--- config.mk ---
export PLATFORM = sky130hd
export DESIGN_NAME = block_coord_gen
export DESIGN_NICKNAME = d
export VERILOG_FILES = /design/src/rtl/coord_gen_pkg.sv /design/src/rtl/coord_axis_cnt.sv /design/src/rtl/block_coord_gen.sv
export SDC_FILE = /design/constraint.sdc
export NUM_CORES = 1
export LEC_CHECK = 0
export CORE_ASPECT_RATIO = 0.7
export CORE_MARGIN = 3
export CORE_UTILIZATION = 48
export CTS_CLUSTER_DIAMETER = 80
export DETAILED_ROUTE_END_ITERATION = 10
export HOLD_SLACK_MARGIN = 0.08
export PLACE_DENSITY_LB_ADDON = 0.05
export SLEW_MARGIN = 20
export SYNTH_ARGS = -nofsm -noshare
export SYNTH_HDL_FRONTEND = slang
export SYNTH_SLANG_ARGS = --single-unit
--- constraint.sdc ---
create_clock -name CLK -period 3.2 [get_ports CLK]
set_input_delay 0.64 -clock CLK [delete_from_list [all_inputs] [get_ports CLK]]
set_output_delay 0.64 -clock CLK [all_outputs]
set_load 0.02 [all_outputs]
--- src/rtl/coord_gen_pkg.sv ---
// Shared widths, filter margin and FSM state type for the block coordinate generator.
package coord_gen_pkg;
    localparam int COORD_W = 8;
    localparam int MARGIN  = 3;

    typedef enum logic [1:0] {
        IDLE,
        ISSUE,
        WAIT,
        FINISH
    } state_t;
endpackage

--- src/rtl/coord_axis_cnt.sv ---
// One axis of the block-origin walk: steps by step_size and wraps to 0 after reaching limit.
module coord_axis_cnt
    import coord_gen_pkg::*;
(
    input  logic               CLK,
    input  logic               RST_SYNC,
    input  logic               clear,
    input  logic               step,
    input  logic [COORD_W-1:0] step_size,
    input  logic [COORD_W-1:0] limit,
    output logic [COORD_W-1:0] origin_nxt,
    output logic               at_last
);
    logic [COORD_W-1:0] origin;

    assign at_last = (origin == limit);

    // origin_nxt is the value being loaded, so the caller can register it in the same edge
    always_comb begin
        origin_nxt = origin;
        if (clear)
            origin_nxt = '0;
        else if (step)
            origin_nxt = at_last ? '0 : origin + step_size;
    end

    always_ff @(posedge CLK) begin
        if (RST_SYNC)
            origin <= '0;
        else
            origin <= origin_nxt;
    end
endmodule

--- src/rtl/block_coord_gen.sv ---
// Raster-order block-origin generator with WRITE_EN/READY_IN handshake per block.
// Define BLOCK_COORD_GEN_MARGIN_EN to shift emitted coordinates by -MARGIN for the filter border.
module block_coord_gen
    import coord_gen_pkg::*;
#(
    parameter int BLOCK_W = 8,
    parameter int BLOCK_H = 8,
    parameter int FRAME_W = 64,
    parameter int FRAME_H = 64
) (
    input  logic                      CLK,
    input  logic                      RST_SYNC,
    input  logic                      START,
    input  logic                      READY_IN,
    output logic signed [COORD_W-1:0] COORD_X,
    output logic signed [COORD_W-1:0] COORD_Y,
    output logic                      WRITE_EN,
    output logic                      BUSY,
    output logic                      DONE
);
    localparam logic [COORD_W-1:0] X_STEP = COORD_W'(BLOCK_W);
    localparam logic [COORD_W-1:0] Y_STEP = COORD_W'(BLOCK_H);
    localparam logic [COORD_W-1:0] X_LAST = COORD_W'(FRAME_W - BLOCK_W);
    localparam logic [COORD_W-1:0] Y_LAST = COORD_W'(FRAME_H - BLOCK_H);
`ifdef BLOCK_COORD_GEN_MARGIN_EN
    localparam logic [COORD_W-1:0] OFFSET = COORD_W'(MARGIN);
`else
    localparam logic [COORD_W-1:0] OFFSET = '0;
`endif

    state_t             state;
    logic               scan_start;
    logic               last_blk;
    logic               advance;
    logic               x_at_last;
    logic               y_at_last;
    logic [COORD_W-1:0] x_nxt;
    logic [COORD_W-1:0] y_nxt;

    assign scan_start = (state == IDLE) && START;
    assign last_blk   = x_at_last && y_at_last;
    assign advance    = (state == WAIT) && READY_IN && !last_blk;

    coord_axis_cnt u_x_cnt (
        .CLK        (CLK),
        .RST_SYNC   (RST_SYNC),
        .clear      (scan_start),
        .step       (advance),
        .step_size  (X_STEP),
        .limit      (X_LAST),
        .origin_nxt (x_nxt),
        .at_last    (x_at_last)
    );

    // Y advances only when X wraps back to column 0
    coord_axis_cnt u_y_cnt (
        .CLK        (CLK),
        .RST_SYNC   (RST_SYNC),
        .clear      (scan_start),
        .step       (advance && x_at_last),
        .step_size  (Y_STEP),
        .limit      (Y_LAST),
        .origin_nxt (y_nxt),
        .at_last    (y_at_last)
    );

    always_ff @(posedge CLK) begin
        if (RST_SYNC) begin
            state    <= IDLE;
            COORD_X  <= '0;
            COORD_Y  <= '0;
            WRITE_EN <= 1'b0;
            BUSY     <= 1'b0;
            DONE     <= 1'b0;
        end else begin
            case (state)
                IDLE: begin
                    if (START) begin
                        state    <= ISSUE;
                        COORD_X  <= $signed(x_nxt - OFFSET);
                        COORD_Y  <= $signed(y_nxt - OFFSET);
                        WRITE_EN <= 1'b1;
                        BUSY     <= 1'b1;
                    end
                end
                ISSUE: begin
                    WRITE_EN <= 1'b0;
                    state    <= WAIT;
                end
                WAIT: begin
                    if (READY_IN) begin
                        if (last_blk) begin
                            state <= FINISH;
                            DONE  <= 1'b1;
                        end else begin
                            state    <= ISSUE;
                            COORD_X  <= $signed(x_nxt - OFFSET);
                            COORD_Y  <= $signed(y_nxt - OFFSET);
                            WRITE_EN <= 1'b1;
                        end
                    end
                end
                FINISH: begin
                    DONE  <= 1'b0;
                    BUSY  <= 1'b0;
                    state <= IDLE;
                end
                default: state <= IDLE;
            endcase
        end
    end
endmodule

Word-level counts from Yosys, hierarchy flattened
Cells that the tools add are included.
{"block": "totals", "reg_bits": 37, "latchBits": 0, "mem_bits_rw": 0, "mem_bits_ro": 0, "out_inout_bits": 19, "elab_cells": 61, "memories": 0}
{"block": "op_classes", "addsub": 2, "n_mul": 0, "div_mod_pow": 0, "magnitude_cmp": 0, "n_eq_ne": 9, "shift": 0, "muxes": 26, "bitwise": 0, "reduce_logical": 16}
{"cell": "$mux W8", "n": 12}
{"cell": "$pmux W8 S2", "n": 2}
{"cell": "$add A8 B4 Y8 const B", "n": 2}
{"cell": "$eq A8 B6 Y1 const B", "n": 2}
{"cell": "$ne A2 B2 Y1 const B", "n": 4}
{"cell": "$pmux W2 S4", "n": 1}
{"cell": "$reduce_and A4 Y1", "n": 2}
{"cell": "$mux W2", "n": 3}
{"cell": "$reduce_bool A2 Y1", "n": 3}
{"cell": "$logic_and A1 B1 Y1", "n": 5}
{"cell": "$mux W1", "n": 5}
{"cell": "$eq A2 B2 Y1 const B", "n": 2}
{"cell": "$pmux W1 S2", "n": 2}
{"cell": "$reduce_and A2 Y1", "n": 2}
{"cell": "$pmux W1 S3", "n": 1}
{"cell": "$reduce_and A3 Y1", "n": 1}
{"cell": "$reduce_bool A3 Y1", "n": 1}
{"cell": "$eq A2 B1 Y1 const B", "n": 1}
{"cell": "$logic_not A2 Y1", "n": 1}
{"cell": "$logic_not A1 Y1", "n": 1}

Longest topological paths before layout
Gate-level depths: netlist (run 1).
{"block": "depth", "depth_word": 10, "mapped_depth": 8, "mapped_depth_nobuf": 6}

Hierarchy
From an unflattened synthesis (run 1), not the netlist that was laid out.
{"block": "unflattened", "hier_cells": 363, "area_unflattened_um2": 2922.8}
{"module": "block_coord_gen", "instances": 1, "cells_per_inst": 166, "area_per_inst_um2": 1370.1, "seq_area_each_um2": 420.4}
{"module": "coord_axis_cnt (u_x_cnt)", "instances": 1, "cells_per_inst": 99, "area_per_inst_um2": 778.2, "seq_area_each_um2": 160.2}
{"module": "coord_axis_cnt (u_y_cnt)", "instances": 1, "cells_per_inst": 98, "area_per_inst_um2": 774.5, "seq_area_each_um2": 160.2}

Worst setup path after synthesis (run 1)
Ideal clock, no wire load.
{"block": "synth_timing", "path_type": "input port to flip-flop", "start": "input port READY_IN", "end": "register COORD_Y[4]", "t_arrival_ps": 1656, "required_ps": 3072, "setup_slack_ps": 1416, "stages": 6, "n_path_buf": 0, "path_cell_list": "and3b_2 > nand4_4 > nor2_1 > mux2i_1 > a2bb2oi_1 > nor2_1"}
{"block": "synth_via", "elab_chain_cells": 8, "word_cells_on_any_way": 11, "cone_classes": "eq/ne: 1; mux: 6; reduce/logical: 4"}
{"element": "from (decl)", "line_no": "block_coord_gen.sv:14", "source": "input logic READY_IN,"}
{"element": "$logic_and A1 B1 Y1 (2 in a row)", "line_no": "block_coord_gen.sv:42", "source": "assign advance = (state == WAIT) && READY_IN && !last_blk;"}
{"element": "$logic_and A1 B1 Y1", "line_no": "block_coord_gen.sv:60", "source": ".step (advance && x_at_last),"}
{"element": "$mux W8", "line_no": "coord_axis_cnt.sv:23", "source": "else if (step)"}
{"element": "$mux W8", "line_no": "coord_axis_cnt.sv:21", "source": "if (clear)"}
{"element": "$mux W8", "line_no": "block_coord_gen.sv:92", "source": "if (last_blk) begin"}
{"element": "$mux W8", "line_no": "block_coord_gen.sv:91", "source": "if (READY_IN) begin"}
{"element": "$pmux W8 S2", "line_no": "block_coord_gen.sv:76", "source": "case (state)"}
{"element": "to (signal assigned)", "line_no": "block_coord_gen.sv:81", "source": "COORD_Y <= $signed(y_nxt - OFFSET);"}
{"element": "to (signal assigned)", "line_no": "block_coord_gen.sv:98", "source": "COORD_Y <= $signed(y_nxt - OFFSET);"}
{"element": "to (decl)", "line_no": "block_coord_gen.sv:16", "source": "output logic signed [COORD_W-1:0] COORD_Y,"}
Several ways; a longest one is shown, not always the timed one. The select of a mux whose other input is x is not followed.
A chain may end at the register's enable or synchronous reset.

Worst setup path after layout (run 1)
Ends and elaborated chain as after synthesis.

==> results of run 1 <==
## state kept, by name, summed over array words and instances (netlist names)
signal / cells
u_x_cnt.origin: 8
DONE: 1
COORD_Y: 8
WRITE_EN: 1
u_y_cnt.origin: 8
BUSY: 1
COORD_X: 8
state: 2
## power by group through the flow
stage | Sequential [mW] | Clock, mW | Combinational, mW
final | 0.471 | 0.421 | 0.0614
after global placement | 0.481 | 0 | 0.0611
after floorplan | 0.485 | 0 | 0.0386
after global routing | 0.472 | 0.451 | 0.0690
after CTS | 0.471 | 0.430 | 0.0621
after detailed placement | 0.482 | 0 | 0.0618
## cell usage after synthesis, types with 2 or more instances
| cell type | n |
|---|---|
| and2_1 | 7 |
| mux2i_1 | 2 |
| xor2_1 | 3 |
| xnor2_1 | 3 |
| nand3b_1 | 5 |
| o21ai_1 | 2 |
| dfxtp_1 | 37 |
| ha_1 | 2 |
| buf_2 | 2 |
| nand3_1 | 8 |
| o21ai_0 | 3 |
| a21oi_1 | 19 |
| nand2b_1 | 3 |
| clkbuf_1 | 2 |
| nor2_1 | 19 |
| nor2b_1 | 2 |
| nand2_1 | 13 |
| a2bb2oi_1 | 2 |
| nor3_1 | 2 |
| and3_1 | 4 |
## cells by family after synthesis
logic type | Yosys count | share of synthesized area [%]
fa+ha+maj | 2 | 1.66
mux | 3 | 2.08
simple gates | 74 | 27.4
buf+inv | 7 | 2.66
compound gates | 32 | 13.5
flops | 37 | 49.2
xor+xnor | 6 | 3.49
## worst paths after layout
path | from | end | slack (ns) | depth (start not counted)
min | COORD_X[1] | COORD_X[1] | 0.45 | 2
max | READY_IN | COORD_Y[4] | 0.97 | 7
max reg2reg | u_y_cnt.origin[0] | COORD_X[6] | 1.16 | 6
min reg2reg | COORD_X[1] | COORD_X[1] | 0.45 | 2
## critical path: cells and delay by family
kind / cells / cell delay (ns)
simple gates: 4 / 0.77
buf+inv: 1 / 0.53
compound gates: 1 / 0.19
mux: 1 / 0.27
## cell type report
class	instances	area [um2]
fillers	250	1040
flip-flops and latches	37	741
multi-input cells	117	726
repair buffers	23	228
clock buffers	6	82.6
well taps	36	45.0
clock inverters	2	37.5
inverters	1	3.75
## per-stage QoR
stage               area, um2  setup WS [ns]  cells  total power, mW  utilization [%]
finish                   1860          0.966    222            0.953             64.2
global route             1860          0.856    222            0.992             64.2
CTS                      1860          0.994    222            0.963             64.2
detailed placement       1740          0.685    214            0.543             60.0
global placement         1740          0.772    214            0.543             60.0
floorplan                1510           1.42    161            0.523                -
## metal layers
layer	part of all wire (%)	wire length [um]	vias up
li1	-	-	609
met1	52	1550	544
met2	42	1260	27
met3	5.0	150	6
met4	1.4	42	0
met5	0	0	-
==> flow_metrics.env, run 1 <==
export IMPL_status="finished, final reports clean"
export IMPL_gr_total_overflow=0
export IMPL_final_cell_mix="dfxtp_1 (37), clkdlybuf4s50_1 (22), nor2_1 (19), a21oi_1 (19), nand2_1 (13)"
export IMPL_power_switching_uw=213
export IMPL_grt_pass1_wl_um=5040
export IMPL_clkPwrFrac_pct=44.1
export IMPL_wl_per_cell_um=13.5
export IMPL_synth_edf_count=0
export IMPL_drtAntennaViolNets=0
export IMPL_crit_path_max_fanout=6
export IMPL_numPortBuffers=22
export IMPL_final_common_cell="dfxtp_1"
export IMPL_cts_sinks=37
export IMPL_via_per_inst=5.34
export IMPL_crit_top_cell="nor2_1"
export IMPL_postCtsHoldBufs=0
export IMPL_vias=1186
export IMPL_met3_usage_pct=6.26
export IMPL_drt_iter0_markers=78
export IMPL_required_ns=3.38
export IMPL_root_buffer="clkbuf_8"
export IMPL_slew_violations=0
export IMPL_route_detailed_drc=0
export IMPL_drt_first_pass_iters=4
export IMPL_avgSynthCellArea_um2=9.36
export IMPL_start_kind="input pin"
export IMPL_cts_resized=0
export IMPL_setup_viol=0
export IMPL_synth_cell_types=41
export IMPL_grt_usage_pct=17.9
export IMPL_clk_path_buf_depth=2
export IMPL_async_flop_share_pct=0
export IMPL_critPathKind="in2reg"
export IMPL_gp_congestion=0.813
export IMPL_p_comb_share_pct=6.4
export IMPL_grt_pass1_vias=1083
export IMPL_die_width_um=73.0
export IMPL_cp_slowest_cell="clkdlybuf4s50_1"
export IMPL_hold_ws_ns=0.449
export IMPL_grtUsageMet1_pct=23.5
export IMPL_cp_data_arrival_time_ns=2.41
export IMPL_core_area_mm2=0.00290
export IMPL_syn_nets=167
export IMPL_fin_worst_skew_ns=0.00525
export IMPL_grt_most_used_layer="met2"
export IMPL_cts_setup_buffers=0
export IMPL_h_tree_depth=2
export IMPL_leakagePower_nw=0.690
export IMPL_grt_max_degree=25
export IMPL_synth_top_area_cell="dfxtp_1"
export IMPL_yosysWarnings=0
export IMPL_min_path_type="reg2reg"
export IMPL_area_growth_pct=23.7
export IMPL_place_hpwl_um=2150
export IMPL_powerDensity_mw_per_mm2=512
export IMPL_insertion_delay_ns=0.29
export IMPL_worst_pin_slew_ns=0.473
export IMPL_seq_power_share_pct=49.4
export IMPL_max_cap_violations=0
export IMPL_antenna_found_initial=0
export IMPL_yosysSeqAreaShare_pct=49.2
export IMPL_fp_dieArea_mm2=0.00386
export IMPL_use_met2_pct=25.6
export IMPL_start_util_pct=51.9
export IMPL_synth_seq_cells=37
export IMPL_ir_drop_mv=0.391
export IMPL_final_hold_viol_count=0
export IMPL_cpPeakStageDelay_ns=0.53
export IMPL_netlist_top_cells_area="dfxtp_1 (49%), a21oi_1 (6.3%), nor2_1 (4.7%)"
export IMPL_timing_final_crit_share_pct=69.8
export IMPL_drive_gt1_share_pct=10.2
export IMPL_grt_setup_unrepaired="false"
export IMPL_tns_ns=0
export IMPL_drt_total_wl_um=3010
export IMPL_final_nets=191
export IMPL_synth_area_mm2=0.00151
export IMPL_fmax_ghz=0.448
export IMPL_ioPinCount=23
export IMPL_worstPathCellList="clkdlybuf4s50_1 -> and3b_2 -> nand4_4 -> nor2_1 -> mux2i_1 -> a2bb2oi_1 -> nor2_1"
export IMPL_cts_made_buffers=5
export IMPL_ys_flop_type="dfxtp_1"
export IMPL_rows=16
export IMPL_cts_tree="done"
export IMPL_p_int_uw=740
export IMPL_switching_share_pct=22.4
export IMPL_yosysTopAreaCellShare_pct=49.2
export IMPL_synthCells=161
export IMPL_critPathCaptureType="flip-flop"
export IMPL_fin_crit_ns=2.23
export IMPL_diodes=0
export IMPL_max_slew_margin_pct=68.4
export IMPL_clk_pin_slew_ns=0.07
export IMPL_fp_dieH_um=52.9
No activity file was read; power rests on OpenSTA's default activity.
==> run 2: changes to the inputs <==
Clock period 3.2 ns to 2.2 ns, I/O delays scaled along.
==> flow_metrics.env, run 2 (same netlist as run 1, synthesis figures left out) <==
export IMPL_cp_data_arrival_time_ns=2.11
export IMPL_fmax_ghz=0.516
export IMPL_leakagePower_nw=0.721
export IMPL_min_from="COORD_X[0]"
export IMPL_whs_endpoint="COORD_X[0]"
export IMPL_final_nets=198
export IMPL_wl_per_cell_um=13.0
export IMPL_cts_sinks=37
export IMPL_clk_path_buf_depth=2
export IMPL_slew_violations=0
export IMPL_drt_first_pass_iters=4
export IMPL_fp_dieH_um=52.9
export IMPL_gp_congestion=0.737
export IMPL_rows=16
export IMPL_crit_path_max_fanout=8
export IMPL_cts_setup_buffers=0
export IMPL_timing_final_crit_share_pct=88.1
export IMPL_reg2regPathDepth=6
export IMPL_setup_viol=0
export IMPL_numPortBuffers=22
export IMPL_cts_tree="done"
export IMPL_start_util_pct=51.9
export IMPL_h_tree_depth=2
export IMPL_cp_slowest_cell="and3_1"
export IMPL_power_mw=1.35
export IMPL_required_ns=2.38
export IMPL_r2r_start="u_x_cnt.origin[6]"
export IMPL_core_area_mm2=0.00290
export IMPL_grt_max_degree=25
export IMPL_ioPinCount=23
export IMPL_min_path_type="reg2reg"
export IMPL_drt_total_wl_um=2980
export IMPL_grt_setup_unrepaired="false"
export IMPL_clk_pin_slew_ns=0.07
export IMPL_worstPathCellList="nor3_2 -> and3_1 -> a21o_1 -> nand2_2 -> nand3_1 -> a21oi_1"
export IMPL_cpPeakStageDelay_ns=0.38
export IMPL_drtAntennaViolNets=0
export IMPL_place_hpwl_um=2170
export IMPL_final_hold_viol_count=0
export IMPL_route_detailed_drc=0
export IMPL_cts_resized=0
export IMPL_start_kind="flip-flop"
export IMPL_max_cap_violations=0
export IMPL_fp_dieArea_mm2=0.00386
export IMPL_status="finished, final reports clean"
export IMPL_worst_r2r_setup_slack_ns=0.26
export IMPL_worst_pin_slew_ns=0.358
export IMPL_timing_rr_end="COORD_X[2]"
export IMPL_gr_total_overflow=0
export IMPL_critPathKind="reg2reg"
export IMPL_drive_gt1_share_pct=13.0
export IMPL_via_per_inst=5.21
export IMPL_final_common_cell="dfxtp_1"
export IMPL_grt_usage_pct=18.4
export IMPL_grt_pass1_wl_um=5120
export IMPL_postCtsHoldBufs=0
export IMPL_tns_ns=0
export IMPL_die_width_um=73.0
export IMPL_vias=1188
export IMPL_diodes=0
export IMPL_cts_made_buffers=5
export IMPL_fin_worst_skew_ns=0.00513
export IMPL_antenna_found_initial=0
export IMPL_grt_pass1_vias=1135
export IMPL_critPathCaptureType="flip-flop"
export IMPL_area_growth_pct=26.1
export IMPL_insertion_delay_ns=0.29
export IMPL_powerDensity_mw_per_mm2=709
export IMPL_root_buffer="clkbuf_8"
export IMPL_ir_drop_mv=0.638
export IMPL_fin_crit_ns=1.94
export IMPL_final_cell_mix="dfxtp_1 (37), clkdlybuf4s50_1 (22), nor2_1 (19), a21oi_1 (19), nand2_1 (13)"
export IMPL_drt_iter0_markers=57
export IMPL_min_path_cells=2
export IMPL_max_slew_margin_pct=76.2
run 2: layout make-up:
class,instances,area (um2)
clock buffer,5,68.8
inverter,1,3.75
fill,244,1000
sequential,37,741
multi-input combinational,117,726
tap,36,45.0
clock inverter,2,35.0
timing repair buffer,30,280
run 2: how the worst max path moves through the flow:
stage          slack, ns  cells past startpoint         end         startpoint
3_3_place_gp        0.12                      7  COORD_Y[4]           READY_IN
6_report            0.26                      6  COORD_X[2]  u_x_cnt.origin[6]
2_1_floorplan       0.62                      6  COORD_Y[4]           READY_IN
5_1_grt             0.13                      6  COORD_X[2]  u_x_cnt.origin[3]
3_5_place_dp        0.06                      7  COORD_Y[4]           READY_IN
4_1_cts             0.28                      6  COORD_X[2]  u_x_cnt.origin[3]
run 2: critical path: cells and delay by family (launching register included):
| kind | cells | cell delay (ns) |
|---|---|---|
| AOI/OAI and AO/OA | 2 | 0.45 |
| DFF | 1 | 0.35 |
| and+or+nand+nor | 4 | 1.01 |
run 2: where the power goes:
group          total, mW  internal [mW]  switching [mW]
Sequential         0.686          0.677         0.00804
Clock              0.560          0.329           0.230
Combinational      0.102         0.0411          0.0605
run 2: layer usage:
layer	wire [um]	up-vias	share of wire, %	GRT usage, %
met2	1190	24	40	25.3
li1	-	618	-	-
met3	130	6	4.4	7.59
met1	1590	540	53	23.9
met4	61	0	2.1	10.4
met5	0	-	0	0
run 2: per-stage QoR:
step	area, um2	instances	worst slack (ns)	util (%)	hold WS, ns
5_1_grt	1900	228	0.130	65.4	0.480
2_1_floorplan	1510	161	0.616	-	0.449
3_5_place_dp	1800	221	0.0551	61.9	0.445
6_report	1900	228	0.262	65.4	0.451
3_3_place_gp	1800	221	0.117	61.9	0.438
4_1_cts	1900	228	0.276	65.4	0.453
==> run 3: changes to the inputs <==
Settings changed: GPL_TIMING_DRIVEN from default to 1.
==> results of run 3 <==
No change in the layout: final DEF, timing and power equal those of run 2.
